File: src/rtl/softmax_ctrl.sv
// softmax_ctrl: sequencer for a three-phase softmax pass over a contiguous
// memory range.
// Phases: running max, subtract/exp/accumulate, log, and a second
// subtract/exp pass that produces the output words.
//
// Ports:
//   clk, reset            : rising-edge clock, synchronous active-high reset
//   start                 : begin a pass (sampled in IDLE only)
//   start_addr, end_addr  : inclusive word range, latched on acceptance
//   max_addr, sub0_addr, sub1_addr : read addresses for the three read ports
//   clr                   : one-cycle clear of the max/accumulator registers
//   max_en .. exp2_en     : datapath stage enables
//   out_valid             : output word strobe
//   busy                  : high while a pass is in progress
//   done                  : one-cycle pulse at the end of a pass
//   err                   : set when the last pass had end_addr < start_addr
//   cycles                : busy-cycle count of the current pass
//                           (only with SOFTMAX_CTRL_PERF_EN defined)
//
// Build option: define SOFTMAX_CTRL_PERF_EN to add the cycles counter.
//
// state  | meaning
// -------+----------------------------------------------------------
// IDLE   | waiting for start; enables low, addresses hold
// MAX    | N cycles, max_en, max_addr walks the range
// SUB    | N cycles, sub0_en, sub0_addr walks the range
// DRAIN  | 2 cycles, lets the exp_en/acc_en tails finish
// LOG    | 1 cycle, log_en
// PRESUB | N cycles, presub_en, sub1_addr walks the range
// ODRAIN | 3 cycles, lets logsub_en/exp2_en/out_valid tails finish
// DONE   | 1 cycle, done pulse (also entered directly on a bad range)
module softmax_ctrl #(
  parameter int ADDRSIZE = 8
) (
  input  logic                clk,
  input  logic                reset,
  input  logic                start,
  input  logic [ADDRSIZE-1:0] start_addr,
  input  logic [ADDRSIZE-1:0] end_addr,
  output logic [ADDRSIZE-1:0] max_addr,
  output logic [ADDRSIZE-1:0] sub0_addr,
  output logic [ADDRSIZE-1:0] sub1_addr,
  output logic                clr,
  output logic                max_en,
  output logic                sub0_en,
  output logic                exp_en,
  output logic                acc_en,
  output logic                log_en,
  output logic                presub_en,
  output logic                logsub_en,
  output logic                exp2_en,
  output logic                out_valid,
  output logic                busy,
  output logic                done,
  output logic                err
`ifdef SOFTMAX_CTRL_PERF_EN
  ,
  output logic [31:0]         cycles
`endif
);

  typedef enum logic [2:0] {
    IDLE, MAX, SUB, DRAIN, LOG, PRESUB, ODRAIN, DONE
  } state_t;

  localparam logic [ADDRSIZE-1:0] A_ZERO = '0;
  localparam logic [ADDRSIZE-1:0] A_ONE  = ADDRSIZE'(1);
  localparam logic [ADDRSIZE-1:0] A_TWO  = ADDRSIZE'(2);

  state_t              state, state_nxt;
  logic [ADDRSIZE-1:0] cnt, cnt_nxt;
  logic [ADDRSIZE-1:0] start_r, end_r, span_r;
  logic                bad_r;
  logic                accept, range_ok, cnt_tc;

  assign accept   = (state == IDLE) && start;
  assign range_ok = (end_addr >= start_addr);
  assign cnt_tc   = (cnt == A_ZERO);

  // Phase timer: a down-counter loaded with (phase length - 1); span_r
  // already equals N-1 for the range-length phases.
  always_comb begin
    state_nxt = state;
    cnt_nxt   = cnt;
    clr       = 1'b0;
    max_en    = 1'b0;
    sub0_en   = 1'b0;
    log_en    = 1'b0;
    presub_en = 1'b0;
    done      = 1'b0;
    busy      = 1'b1;
    if (state != IDLE && !cnt_tc) cnt_nxt = cnt - A_ONE;
    case (state)
      IDLE: begin
        busy = 1'b0;
        if (start) begin
          if (range_ok) begin
            clr       = !reset;
            state_nxt = MAX;
            cnt_nxt   = end_addr - start_addr;
          end else begin
            state_nxt = DONE;
          end
        end
      end
      MAX: begin
        max_en = 1'b1;
        if (cnt_tc) begin
          state_nxt = SUB;
          cnt_nxt   = span_r;
        end
      end
      SUB: begin
        sub0_en = 1'b1;
        if (cnt_tc) begin
          state_nxt = DRAIN;
          cnt_nxt   = A_ONE;
        end
      end
      DRAIN: begin
        if (cnt_tc) state_nxt = LOG;
      end
      LOG: begin
        log_en    = 1'b1;
        state_nxt = PRESUB;
        cnt_nxt   = span_r;
      end
      PRESUB: begin
        presub_en = 1'b1;
        if (cnt_tc) begin
          state_nxt = ODRAIN;
          cnt_nxt   = A_TWO;
        end
      end
      ODRAIN: begin
        if (cnt_tc) state_nxt = DONE;
      end
      DONE: begin
        done      = 1'b1;
        state_nxt = IDLE;
      end
      default: state_nxt = IDLE;
    endcase
  end

  always_ff @(posedge clk) begin
    if (reset) begin
      state     <= IDLE;
      cnt       <= A_ZERO;
      start_r   <= A_ZERO;
      end_r     <= A_ZERO;
      span_r    <= A_ZERO;
      bad_r     <= 1'b0;
      err       <= 1'b0;
      max_addr  <= A_ZERO;
      sub0_addr <= A_ZERO;
      sub1_addr <= A_ZERO;
      exp_en    <= 1'b0;
      acc_en    <= 1'b0;
      logsub_en <= 1'b0;
      exp2_en   <= 1'b0;
      out_valid <= 1'b0;
    end else begin
      state <= state_nxt;
      cnt   <= cnt_nxt;
      if (accept) begin
        start_r <= start_addr;
        end_r   <= end_addr;
        span_r  <= end_addr - start_addr;
        bad_r   <= !range_ok;
        err     <= 1'b0;
      end else if (state == DONE && bad_r) begin
        err <= 1'b1;
      end

      // Address walkers stop at end_r so a range ending at the top of the
      // address space never wraps back to zero.
      if (accept && range_ok)
        max_addr <= start_addr;
      else if (max_en && max_addr != end_r)
        max_addr <= max_addr + A_ONE;

      if (state == MAX && cnt_tc)
        sub0_addr <= start_r;
      else if (sub0_en && sub0_addr != end_r)
        sub0_addr <= sub0_addr + A_ONE;

      if (state == LOG)
        sub1_addr <= start_r;
      else if (presub_en && sub1_addr != end_r)
        sub1_addr <= sub1_addr + A_ONE;

      exp_en    <= sub0_en;
      acc_en    <= exp_en;
      logsub_en <= presub_en;
      exp2_en   <= logsub_en;
      out_valid <= exp2_en;
    end
  end

`ifdef SOFTMAX_CTRL_PERF_EN
  always_ff @(posedge clk) begin
    if (reset || accept)
      cycles <= '0;
    else if (busy && cycles != 32'hFFFF_FFFF)
      cycles <= cycles + 32'd1;
  end
`endif

endmodule

File: config.mk
export PLATFORM = sky130hd
export DESIGN_NAME = softmax_ctrl
export DESIGN_NICKNAME = d
export VERILOG_FILES = /design/src/rtl/softmax_ctrl.sv
export SDC_FILE = /design/constraint.sdc
export NUM_CORES = 1
export LEC_CHECK = 0
export BUFFER_PORTS_ARGS = -buffer_cell sky130_fd_sc_hd__buf_2
export CELL_PAD_IN_SITES_DETAIL_PLACEMENT = 1
export CELL_PAD_IN_SITES_GLOBAL_PLACEMENT = 2
export CORE_MARGIN = 2
export CORE_UTILIZATION = 34
export DETAILED_ROUTE_END_ITERATION = 12
export PLACE_DENSITY = 0.78
export SLEW_MARGIN = 20
export SYNTH_ARGS = -nofsm -noshare
export SYNTH_HDL_FRONTEND = slang
export SYNTH_SLANG_ARGS = --single-unit
File: constraint.sdc
create_clock -name clk -period 2.5 [get_ports clk]
set_clock_uncertainty 0.1 [all_clocks]
set_input_delay 0.125 -clock clk [delete_from_list [all_inputs] [get_ports clk]]
set_output_delay 0.125 -clock clk [all_outputs]
set_load 0.03 [all_outputs]
Word level (Yosys, flattened, before mapping)

Index checks and enable logic that the tools add are counted.

Equal/unequal tests: 16
$add $sub $neg: 5
Mux-type cells: 30
Order comparisons: 1
Reductions and logical operators: 19

Operators with widths:

| cell                                                                | count |
|---|---|
| 8-bit 2-to-1 mux                                                    | 12 |
| 8-bit one-hot mux with 5 select lines                               | 1 |
| 8-bit by 1-bit adder with 8-bit output (second input constant)      | 3 |
| 8-bit != test                                                       | 3 |
| 3-bit one-hot mux with 8 select lines                               | 1 |
| 3-bit 2-to-1 mux                                                    | 7 |
| 3-bit == test (second input constant)                               | 4 |
| 2-bit != test (second input constant)                               | 6 |
| 1-bit 2-to-1 mux                                                    | 9 |
| 8-bit >= comparator                                                 | 1 |
| 1-bit logical AND                                                   | 8 |
| 8-bit zero test                                                     | 1 |
| 8-bit by 1-bit subtractor with 8-bit output (second input constant) | 1 |
| 8-bit subtractor                                                    | 1 |
| 3-bit by 2-bit == test with 1-bit output (second input constant)    | 2 |
| 6-bit AND reduction                                                 | 1 |
| 2-bit nonzero test                                                  | 3 |
| 3-bit by 1-bit == test with 1-bit output (second input constant)    | 1 |
| 1-bit zero test                                                     | 3 |
| 3-bit zero test                                                     | 1 |
| 3-bit nonzero test                                                  | 1 |
| 2-bit OR reduction                                                  | 1 |

Register bits after elaboration: 66
Input bits: 19
Output and inout port bits: 37
Word-level logic and storage cells: 86

Longest topological paths before layout

Gate-level depths: netlist of run 1.

Depth after elaboration: 7
Gate-level depth with buffers: 10
Gate-level depth less buffers: 10

Worst setup path after synthesis of run 1

Ideal clock, no wire load.

Path type: input -> register
Start: input end_addr[0]
End: register cnt[1]
Required time: 2,268 ps
Stages: 10
Setup slack: 238 ps
Buffers on the path: 0
Library setup time: 132 ps
Arrival: 2,030 ps
Cells stage by stage: inv_1 ha_1 inv_1 fa_1 a211oi_1 o21ai_0 a21o_1 and2_1 a221oi_1 a21oi_1

Cells in the longest elaborated chain, start to end: 4
Elaborated cells between the ends (all ways): 5
Those cells by class: 1 x add/sub; 1 x order compare; 3 x mux

RTL lines:

| item                                                    | line    | RTL |
|---|---|---|
| start, declared                                         | 39      | `input logic [ADDRSIZE-1:0] end_addr,` |
| 8-bit subtractor or 8-bit >= comparator (tied branches) | 100, 77 |  |
| 8-bit 2-to-1 mux (*)                                    | 97      | `if (range_ok) begin` |
| 8-bit 2-to-1 mux (*)                                    | 96      | `if (start) begin` |
| 8-bit one-hot mux with 5 select lines (*)               | 93      | `case (state)` |
| end signal, assigned                                    | 165     | `cnt <= cnt_nxt;` |
| end, declared                                           | 71      | `logic [ADDRSIZE-1:0] cnt, cnt_nxt;` |

Mark *: on every way between the ends. The rest lies on a longest branch, timed or not.
A chain may end at the register's enable or synchronous reset.

Final worst setup path of run 1

Start: input start_addr[6]
End: output clr

Cells in the longest elaborated chain, start to end: 4

RTL lines:

| item                | line | RTL |
|---|---|---|
| start, declared     | 38   | `input logic [ADDRSIZE-1:0] start_addr,` |
| 8-bit >= comparator | 77   | `assign range_ok = (end_addr >= start_addr);` |
| 1-bit 2-to-1 mux    | 97   |  |
| 1-bit 2-to-1 mux    | 96   |  |
| 1-bit 2-to-1 mux    | 93   |  |
| end, declared       | 43   | `output logic clr,` |

Every way passes these cells.

==> insert_results.sql, run 1 <==
INSERT INTO impl_metrics (metric_group, metric, value, unit) VALUES
('outcome', 'run_status', 'finished clean', ''),
('worst_setup_path', 'critical_path.top_delay_family', 'buffers and inverters', ''),
('floorplanning', 'floorplan.core_area', '0.01098', 'mm²'),
('synth', 'synthFlopType', 'sky130_fd_sc_hd__dfxtp_1', ''),
('synth', 'flop_and_latch_count_out_of_synthesis', '66', ''),
('pwr', 'power.leakage', '2.021', 'nW'),
('place', 'place_inst', '679', ''),
('pwr', 'power.ir.vdd_worst', '374.8', 'µV'),
('worst_setup_path', 'timing.critical_path.slowest_cell_delay', '0.52', 'ns'),
('clock_network', 'cts_made_buffers', '9', ''),
('synth', 'yosysTopAreaCell', 'sky130_fd_sc_hd__dfxtp_1', ''),
('worst_setup_path', 'path_max_fanout', '16', ''),
('synth', 'post_synth.cell_area_avg', '7.941', 'µm²'),
('drt', 'number_of_vias_in_the_routed_layout', '3780', ''),
('clock_network', 'cts.path.max_buffers', '2', ''),
('worst_hold_path', 'hold_path.startpoint', 'start_addr[3]', ''),
('clock_network', 'insertion_delay', '0.33', 'ns'),
('drt', 'number_of_drc_markers_after_the_initial_detailed_route_iteration', '206', ''),
('place', 'post-dp-hpwl', '9274', 'µm'),
('cells_and_area', 'layout.filler_cells', '1335', ''),
('place', 'io_buffer_count', '55', ''),
('worst_setup_path', 'cp_depth', '10', ''),
('worst_setup_path', 'worstSetupPathType', 'in -> out', ''),
('pwr', 'totalPowerFinal', '0.005481', 'W'),
('timing', 'report.final.setup_viol', '0', ''),
('timing', 'worstMarginPinSlew', '0.4774', 'ns'),
('drt', 'antenna_violating_nets_post_route', '0', ''),
('worst_hold_path', 'min_delay_path_depth', '3', ''),
('cells_and_area', 'finalNetCount', '594', ''),
('synth', 'async_flop_share', '0', '%'),
('pwr', 'power_frac_comb', '50.3', '%'),
('timing', 'min_setup_slack_post_route', '0.09170', 'ns'),
('cells_and_area', 'drive_above_1_share', '19.12', '%'),
('pwr', 'fraction_of_power_spent_switching_nets', '44.97', '%'),
('global_route', 'grt_usage', '21.10', '%'),
('worst_setup_path', 'critical_path.startpoint_type', 'input port', ''),
('synth', 'synth.yosys.seq_area_share', '34.16', '%'),
('timing', 'rsz0062_at_grt', 'true', ''),
('drt', 'total_iterations_of_the_first_detailed_routing_run', '4', ''),
('worst_setup_path', 'regToRegEndpoint', 'sub0_addr[6]', ''),
('timing', 'final.min_clock_period', '2.408', 'ns'),
('floorplanning', 'num_rows', '38', ''),
('timing', 'slew_viol_final', '0', ''),
('worst_setup_path', 'worst_reg2reg_setup_slack', '0.20', 'ns'),
('global_route', 'first_global_vias', '3882', ''),
('pwr', 'internal_power', '0.003016', 'W'),
('worst_setup_path', 'crit_top_cell', 'sky130_fd_sc_hd__buf_2', ''),
('global_route', 'gr-total-overflow', '0', ''),
('cells_and_area', 'antenna_cells_inserted', '0', ''),
('floorplanning', 'die-area', '0.01224', 'mm²'),
('synth', 'synth_top_cell_area_share', '34.16', '%'),
('drt', 'totalWireLength', '12570', 'µm'),
('synth', 'synth_enable_flop_cells', '0', ''),
('timing', 'hold_viol_final', '0', ''),
('pwr', 'p_switching', '0.002465', 'W'),
('pwr', 'sequentialPowerShare', '29.0', '%'),
('worst_setup_path', 'r2r.worst_path.cells', '8', ''),
('worst_setup_path', 'crit_start', 'start_addr[6]', ''),
('clock_network', 'cts.root.buffer_cell', 'sky130_fd_sc_hd__clkbuf_16', ''),
('drt', 'drcViolationCount', '0', ''),
('worst_setup_path', 'crit_slowest_cell', 'sky130_fd_sc_hd__dlygate4sd3_1', ''),
('synth', 'synthesis.nets', '519', ''),
('synth', 'netlist-cell-type-count', '55', ''),
('timing', 'worst_hold_slack', '0.009670', 'ns'),
('cells_and_area', 'finish.cell_count_without_fillers', '705', ''),
('worst_setup_path', 'buffers_and_inverters_on_the_worst_path', '5', ''),
('synth', 'synthesis.area', '0.003867', 'mm²'),
('clock_network', 'h_tree_depth', '3', ''),
('timing', 'slew-limit-headroom', '68.17', '%'),
('global_route', 'wire_length_of_the_first_global_routing_pass', '20760', 'µm'),
('place', 'routabilityCongestion', '0.8236', '');
cell families after synthesis:
kind of cell | after synthesis | share of synthesized area (%)
buffers and inverters | 47 | 4.950
adders and majority gates | 13 | 4.400
muxes | 10 | 2.685
DFF | 66 | 34.16
and+or+nand+nor | 185 | 23.26
AOI/OAI and AO/OA | 121 | 20.35
xor gates and xnor gates | 45 | 10.19
worst min-delay path by stage:
| stage | to | slack [ns] |
|---|---|---|
| global placement | end_r[6] | 0.29 |
| floorplan | start_r[1] | 0.16 |
| CTS | max_addr[2] | 0.002 |
| detailed placement | end_r[2] | 0.30 |
| finish | max_addr[3] | 0.01 |
| global route | max_addr[1] | 0.03 |
layer usage:
layer  share of wire (%)  track usage, %  vias up
met2                  47           34.64       66
met4                 1.2           7.000        0
met1                  49           28.73     1843
met3                 2.8           2.679       11
li1                    -               -     1860
met5                   0               0        -
tightest hold or removal path: stages:
cell                       delay (ns)
sky130_fd_sc_hd__buf_2           0.12
sky130_fd_sc_hd__nor2_1          0.10
sky130_fd_sc_hd__a211oi_1        0.05
what timing repair did:
| item | CTS | global route |
|---|---|---|
| endpoints found under the hold margin | 11 | 0 |
| buffers inserted | 0 | 1 |
| endpoints found under the setup margin | 0 | 4 |
| hold buffers | 11 | 0 |
| resized for setup | 0 | 4 |
final cells by class:
class	count	area [µm²]	share of cell area [%]
inverter	23	86.33	1.808
multi-input combinational	374	2375	49.74
clock buffer	14	254.0	5.320
tap	140	175.2	3.669
timing repair buffer	88	563.0	11.79
sequential	66	1321	27.67
registers in the layout (all words and copies together) (netlist names):
register / flops
acc_en: 1
bad_r: 1
cnt: 8
end_r: 8
err: 1
exp2_en: 1
exp_en: 1
logsub_en: 1
max_addr: 8
out_valid: 1
span_r: 8
start_r: 8
state: 3
sub0_addr: 8
sub1_addr: 8
synth_stat cells, types with 2 or more instances:
cell                       instances
sky130_fd_sc_hd__nand4_1           5
sky130_fd_sc_hd__a32oi_1           5
sky130_fd_sc_hd__a22o_1            2
sky130_fd_sc_hd__o21ai_0          13
sky130_fd_sc_hd__a31oi_1           4
sky130_fd_sc_hd__clkbuf_1         13
sky130_fd_sc_hd__a22oi_1           5
sky130_fd_sc_hd__nand3_1           9
sky130_fd_sc_hd__inv_1            23
sky130_fd_sc_hd__o31ai_1           2
sky130_fd_sc_hd__or2_2             3
sky130_fd_sc_hd__xor2_1           27
sky130_fd_sc_hd__nor2b_1           7
sky130_fd_sc_hd__dfxtp_1          66
sky130_fd_sc_hd__nand2_1          68
sky130_fd_sc_hd__a221oi_1          4
sky130_fd_sc_hd__o211ai_1          3
sky130_fd_sc_hd__a211oi_1         21
sky130_fd_sc_hd__nor3_2            3
sky130_fd_sc_hd__mux2_2            3
sky130_fd_sc_hd__xnor2_1          18
sky130_fd_sc_hd__and2_1            3
sky130_fd_sc_hd__a21o_1            2
sky130_fd_sc_hd__buf_2             6
sky130_fd_sc_hd__nor4_1            9
sky130_fd_sc_hd__o21bai_1          2
sky130_fd_sc_hd__nor3b_1           2
sky130_fd_sc_hd__nor3_1            8
sky130_fd_sc_hd__o22ai_1           6
sky130_fd_sc_hd__nand2b_1          6
sky130_fd_sc_hd__ha_1             12
sky130_fd_sc_hd__and3_1            7
sky130_fd_sc_hd__buf_1             4
sky130_fd_sc_hd__nor2_1           46
sky130_fd_sc_hd__mux2i_1           7
sky130_fd_sc_hd__a21oi_1          44
through the flow:
step                      area, µm²  utilization (%)    TNS, ns
after floorplan                3867                -          0
after global placement         4383            39.91          0
after detailed placement       4383            39.91          0
after CTS                      4747            43.22          0
after global routing           4775            43.47  -0.007728
final                          4775            43.47          0
power groups by stage:
stage               Clock, W  Combinational [W]  Sequential [W]
finish               0.00113            0.00276         0.00159
global route         0.00121            0.00307         0.00162
CTS                  0.00116            0.00275         0.00159
detailed placement         0            0.00270         0.00161
global placement           0            0.00266         0.00160
floorplan                  0            0.00180         0.00167
Note: power is estimated with default switching activity, not from simulation.
==> run 2: changes to the inputs <==
==> constraint.sdc (replaced) <==
create_clock -name clk -period 2.3 [get_ports clk]
set_clock_uncertainty 0.1 [all_clocks]
set_input_delay 0.115 -clock clk [delete_from_list [all_inputs] [get_ports clk]]
set_output_delay 0.115 -clock clk [all_outputs]
set_load 0.03 [all_outputs]
==> insert_results.sql, run 2 (synthesis gave the netlist of run 1 again) <==
INSERT INTO impl_metrics (metric_group, metric, value, unit) VALUES
('worst_setup_path', 'crit_start', 'state[2]', ''),
('worst_setup_path', 'worstSetupPathType', 'reg -> out', ''),
('pwr', 'fraction_of_power_spent_switching_nets', '42.74', '%'),
('drt', 'number_of_drc_markers_after_the_initial_detailed_route_iteration', '164', ''),
('outcome', 'run_status', 'finished clean', ''),
('timing', 'worstMarginPinSlew', '0.4869', 'ns'),
('worst_setup_path', 'crit_slowest_cell', 'sky130_fd_sc_hd__or4b_4', ''),
('clock_network', 'insertion_delay', '0.33', 'ns'),
('timing', 'slew-limit-headroom', '67.29', '%'),
('timing', 'hold_viol_final', '0', ''),
('clock_network', 'cts.sinks', '66', ''),
('global_route', 'first_global_vias', '3954', ''),
('place', 'post-place-ws', '-0.1218', 'ns'),
('place', 'io_buffer_count', '55', ''),
('run', 'max-cap-violations', '0', ''),
('global_route', 'grt_usage', '21.35', '%'),
('drt', 'drcViolationCount', '0', ''),
('worst_setup_path', 'critPathArrivalTime', '2.01', 'ns'),
('place', 'routabilityCongestion', '0.8689', ''),
('global_route', 'gr-total-overflow', '0', ''),
('worst_hold_path', 'min_path_type', 'in -> reg', ''),
('clock_network', 'post-cts-setup-buffer-count', '0', ''),
('floorplanning', 'initial_core_util', '35.21', '%'),
('clock_network', 'cts.path.max_buffers', '2', ''),
('global_route', 'grt_start_max_net_pins', '55', ''),
('worst_setup_path', 'timing.critical_path.slowest_cell_delay', '0.54', 'ns'),
('pwr', 'p_switching', '0.002754', 'W'),
('pwr', 'power_density_normalized_to_cell_area', '1280', 'mW/mm²'),
('cells_and_area', 'design_area', '0.005032', 'mm²'),
('clock_network', 'cts_tree', 'yes', ''),
('pwr', 'internal_power', '0.003689', 'W'),
('drt', 'wire_per_inst', '17.67', 'µm'),
('drt', 'antenna_violating_nets_post_route', '0', ''),
('worst_setup_path', 'path_max_fanout', '15', ''),
('drt', 'totalWireLength', '12830', 'µm'),
('worst_setup_path', 'worst_reg2reg_setup_slack', '0.17', 'ns'),
('cells_and_area', 'top_library_cells_by_usage_in_the_layout_fill_and_taps_aside', '66 x sky130_fd_sc_hd__nand2_1, 66 x sky130_fd_sc_hd__dfxtp_1, 55 x sky130_fd_sc_hd__buf_2', ''),
('clock_network', 'h_tree_depth', '3', ''),
('pwr', 'power.ir.vdd_worst', '500.6', 'µV'),
('pwr', 'totalPowerFinal', '0.006443', 'W'),
('drt', 'post_drt_via_cell_ratio', '5.351', ''),
('timing', 'final.min_clock_period', '2.229', 'ns'),
('drt', 'number_of_vias_in_the_routed_layout', '3885', ''),
('floorplanning', 'floorplan.core_area', '0.01098', 'mm²'),
('floorplanning', 'dieHeight', '110.7', 'µm'),
('floorplanning', 'ios', '56', ''),
('timing', 'report.final.setup_viol', '0', ''),
('worst_setup_path', 'cp-endpoint', 'clr', ''),
('worst_setup_path', 'regToRegEndpoint', 'cnt[5]', ''),
('place', 'post-dp-hpwl', '9662', 'µm'),
('place', 'placedInstanceArea', '0.004531', 'mm²'),
('pwr', 'sequentialPowerShare', '26.6', '%'),
('pwr', 'clock_power_share', '23.1', '%'),
('cells_and_area', 'finalNetCount', '614', ''),
('worst_setup_path', 'worst_setup_path_end_kind', 'output pin', ''),
('worst_setup_path', 'required', '2.09', 'ns'),
('timing', 'fmax', '448.7', 'MHz'),
('timing', 'tcrit_tclk_final', '96.90', '%'),
('clock_network', 'path_clk_slew', '0.06', 'ns'),
('timing', 'slew_viol_final', '0', ''),
('worst_setup_path', 'r2r.worst_path.cells', '8', ''),
('drt', 'total_iterations_of_the_first_detailed_routing_run', '4', ''),
('worst_setup_path', 'critical_path.startpoint_type', 'register', ''),
('worst_setup_path', 'r2r-start', 'cnt[0]', ''),
('worst_setup_path', 'crit_path_cell_chain', 'or4b_4 > nor3_2 > a22oi_2 > buf_6 > nor2_1 > buf_2', ''),
('floorplanning', 'fp.dieW', '110.7', 'µm'),
('global_route', 'grt_antenna_before_repair', '0', ''),
('clock_network', 'cts_made_buffers', '9', ''),
('cells_and_area', 'antenna_cells_inserted', '0', ''),
('pwr', 'power.leakage', '2.168', 'nW'),
('clock_network', 'cts.root.buffer_cell', 'sky130_fd_sc_hd__clkbuf_16', ''),
('floorplanning', 'num_rows', '38', ''),
('floorplanning', 'die-area', '0.01224', 'mm²'),
('pwr', 'power_frac_comb', '50.3', '%'),
('cells_and_area', 'flow.area_growth_from_synthesis', '30.12', '%'),
('cells_and_area', 'drive_above_1_share', '23.04', '%'),
('global_route', 'wire_length_of_the_first_global_routing_pass', '21020', 'µm'),
('timing', 'min_setup_slack_post_route', '0.07139', 'ns');
==> run 2: cell types whose count changed in the layout (fill, tap and decap cells not counted), sizes merged <==
cell	change
dlygate4sd3	+3
buf	+17
bufinv	+1
==> run 2: through the flow <==
step,hold slack (ns),TNS [ns],utilization [%],cells
detailed placement,0.2891,-0.6944,41.25,697
global route,0.01857,-0.005507,45.82,726
finish,0.007131,0,45.82,726
CTS,0.003218,0,45.53,726
floorplan,0.1510,0,-,487
global placement,0.2831,0,41.25,697
==> run 2: power by group through the flow <==
stage / Sequential, W / Combinational (W) / Clock [W]
CTS: 0.00171 / 0.00322 / 0.00151
floorplan: 0.00182 / 0.00196 / 0
finish: 0.00172 / 0.00324 / 0.00149
global placement: 0.00173 / 0.00309 / 0
global route: 0.00175 / 0.00357 / 0.00157
detailed placement: 0.00173 / 0.00316 / 0
==> run 2: what timing repair did <==
item,in CTS,in global routing
gates resized for setup,2,10
hold buffers,14,0
endpoints found under the setup margin,2,14
endpoints found under the hold margin,14,0
pin swaps,0,3
==> run 2: worst min-delay path by stage <==
stage / from / endpoint / slack, ns / depth (start not counted)
6_report: start_addr[5] / max_addr[5] / 0.007 / 3
3_3_place_gp: end_addr[2] / end_r[2] / 0.28 / 3
5_1_grt: start_addr[6] / start_r[6] / 0.02 / 3
4_1_cts: start_addr[3] / max_addr[3] / 0.003 / 3
3_5_place_dp: end_addr[2] / end_r[2] / 0.29 / 3
2_1_floorplan: start_addr[1] / start_r[1] / 0.15 / 2
==> run 2: routing by layer <==
metal / track usage, % / vias up / wire length, µm
li1: - / 1906 / -
met1: 29.08 / 1885 / 6135
met2: 34.93 / 79 / 6002
met3: 2.843 / 15 / 483
met4: 7.083 / 0 / 209
met5: 0 / - / 0
==> run 2: final cells by class <==
| cell class | count | area, µm² |
|---|---|---|
| Inverter | 23 | 86.33 |
| Clock buffer | 14 | 294.0 |
| Timing Repair Buffer | 108 | 737.0 |
| Sequential cell | 66 | 1321 |
| Multi-Input combinational cell | 374 | 2389 |
| Clock inverter | 1 | 30.03 |
| Fill cell | 1364 | 5951 |
| Tap cell | 140 | 175.2 |
==> run 2: worst max-delay path: cells and delay by family, from the launching register on <==
| family | cells | cell delay (ns) |
|---|---|---|
| compound gates | 1 | 0.09 |
| buf+inv | 2 | 0.38 |
| flops | 1 | 0.37 |
| simple gates | 3 | 0.83 |
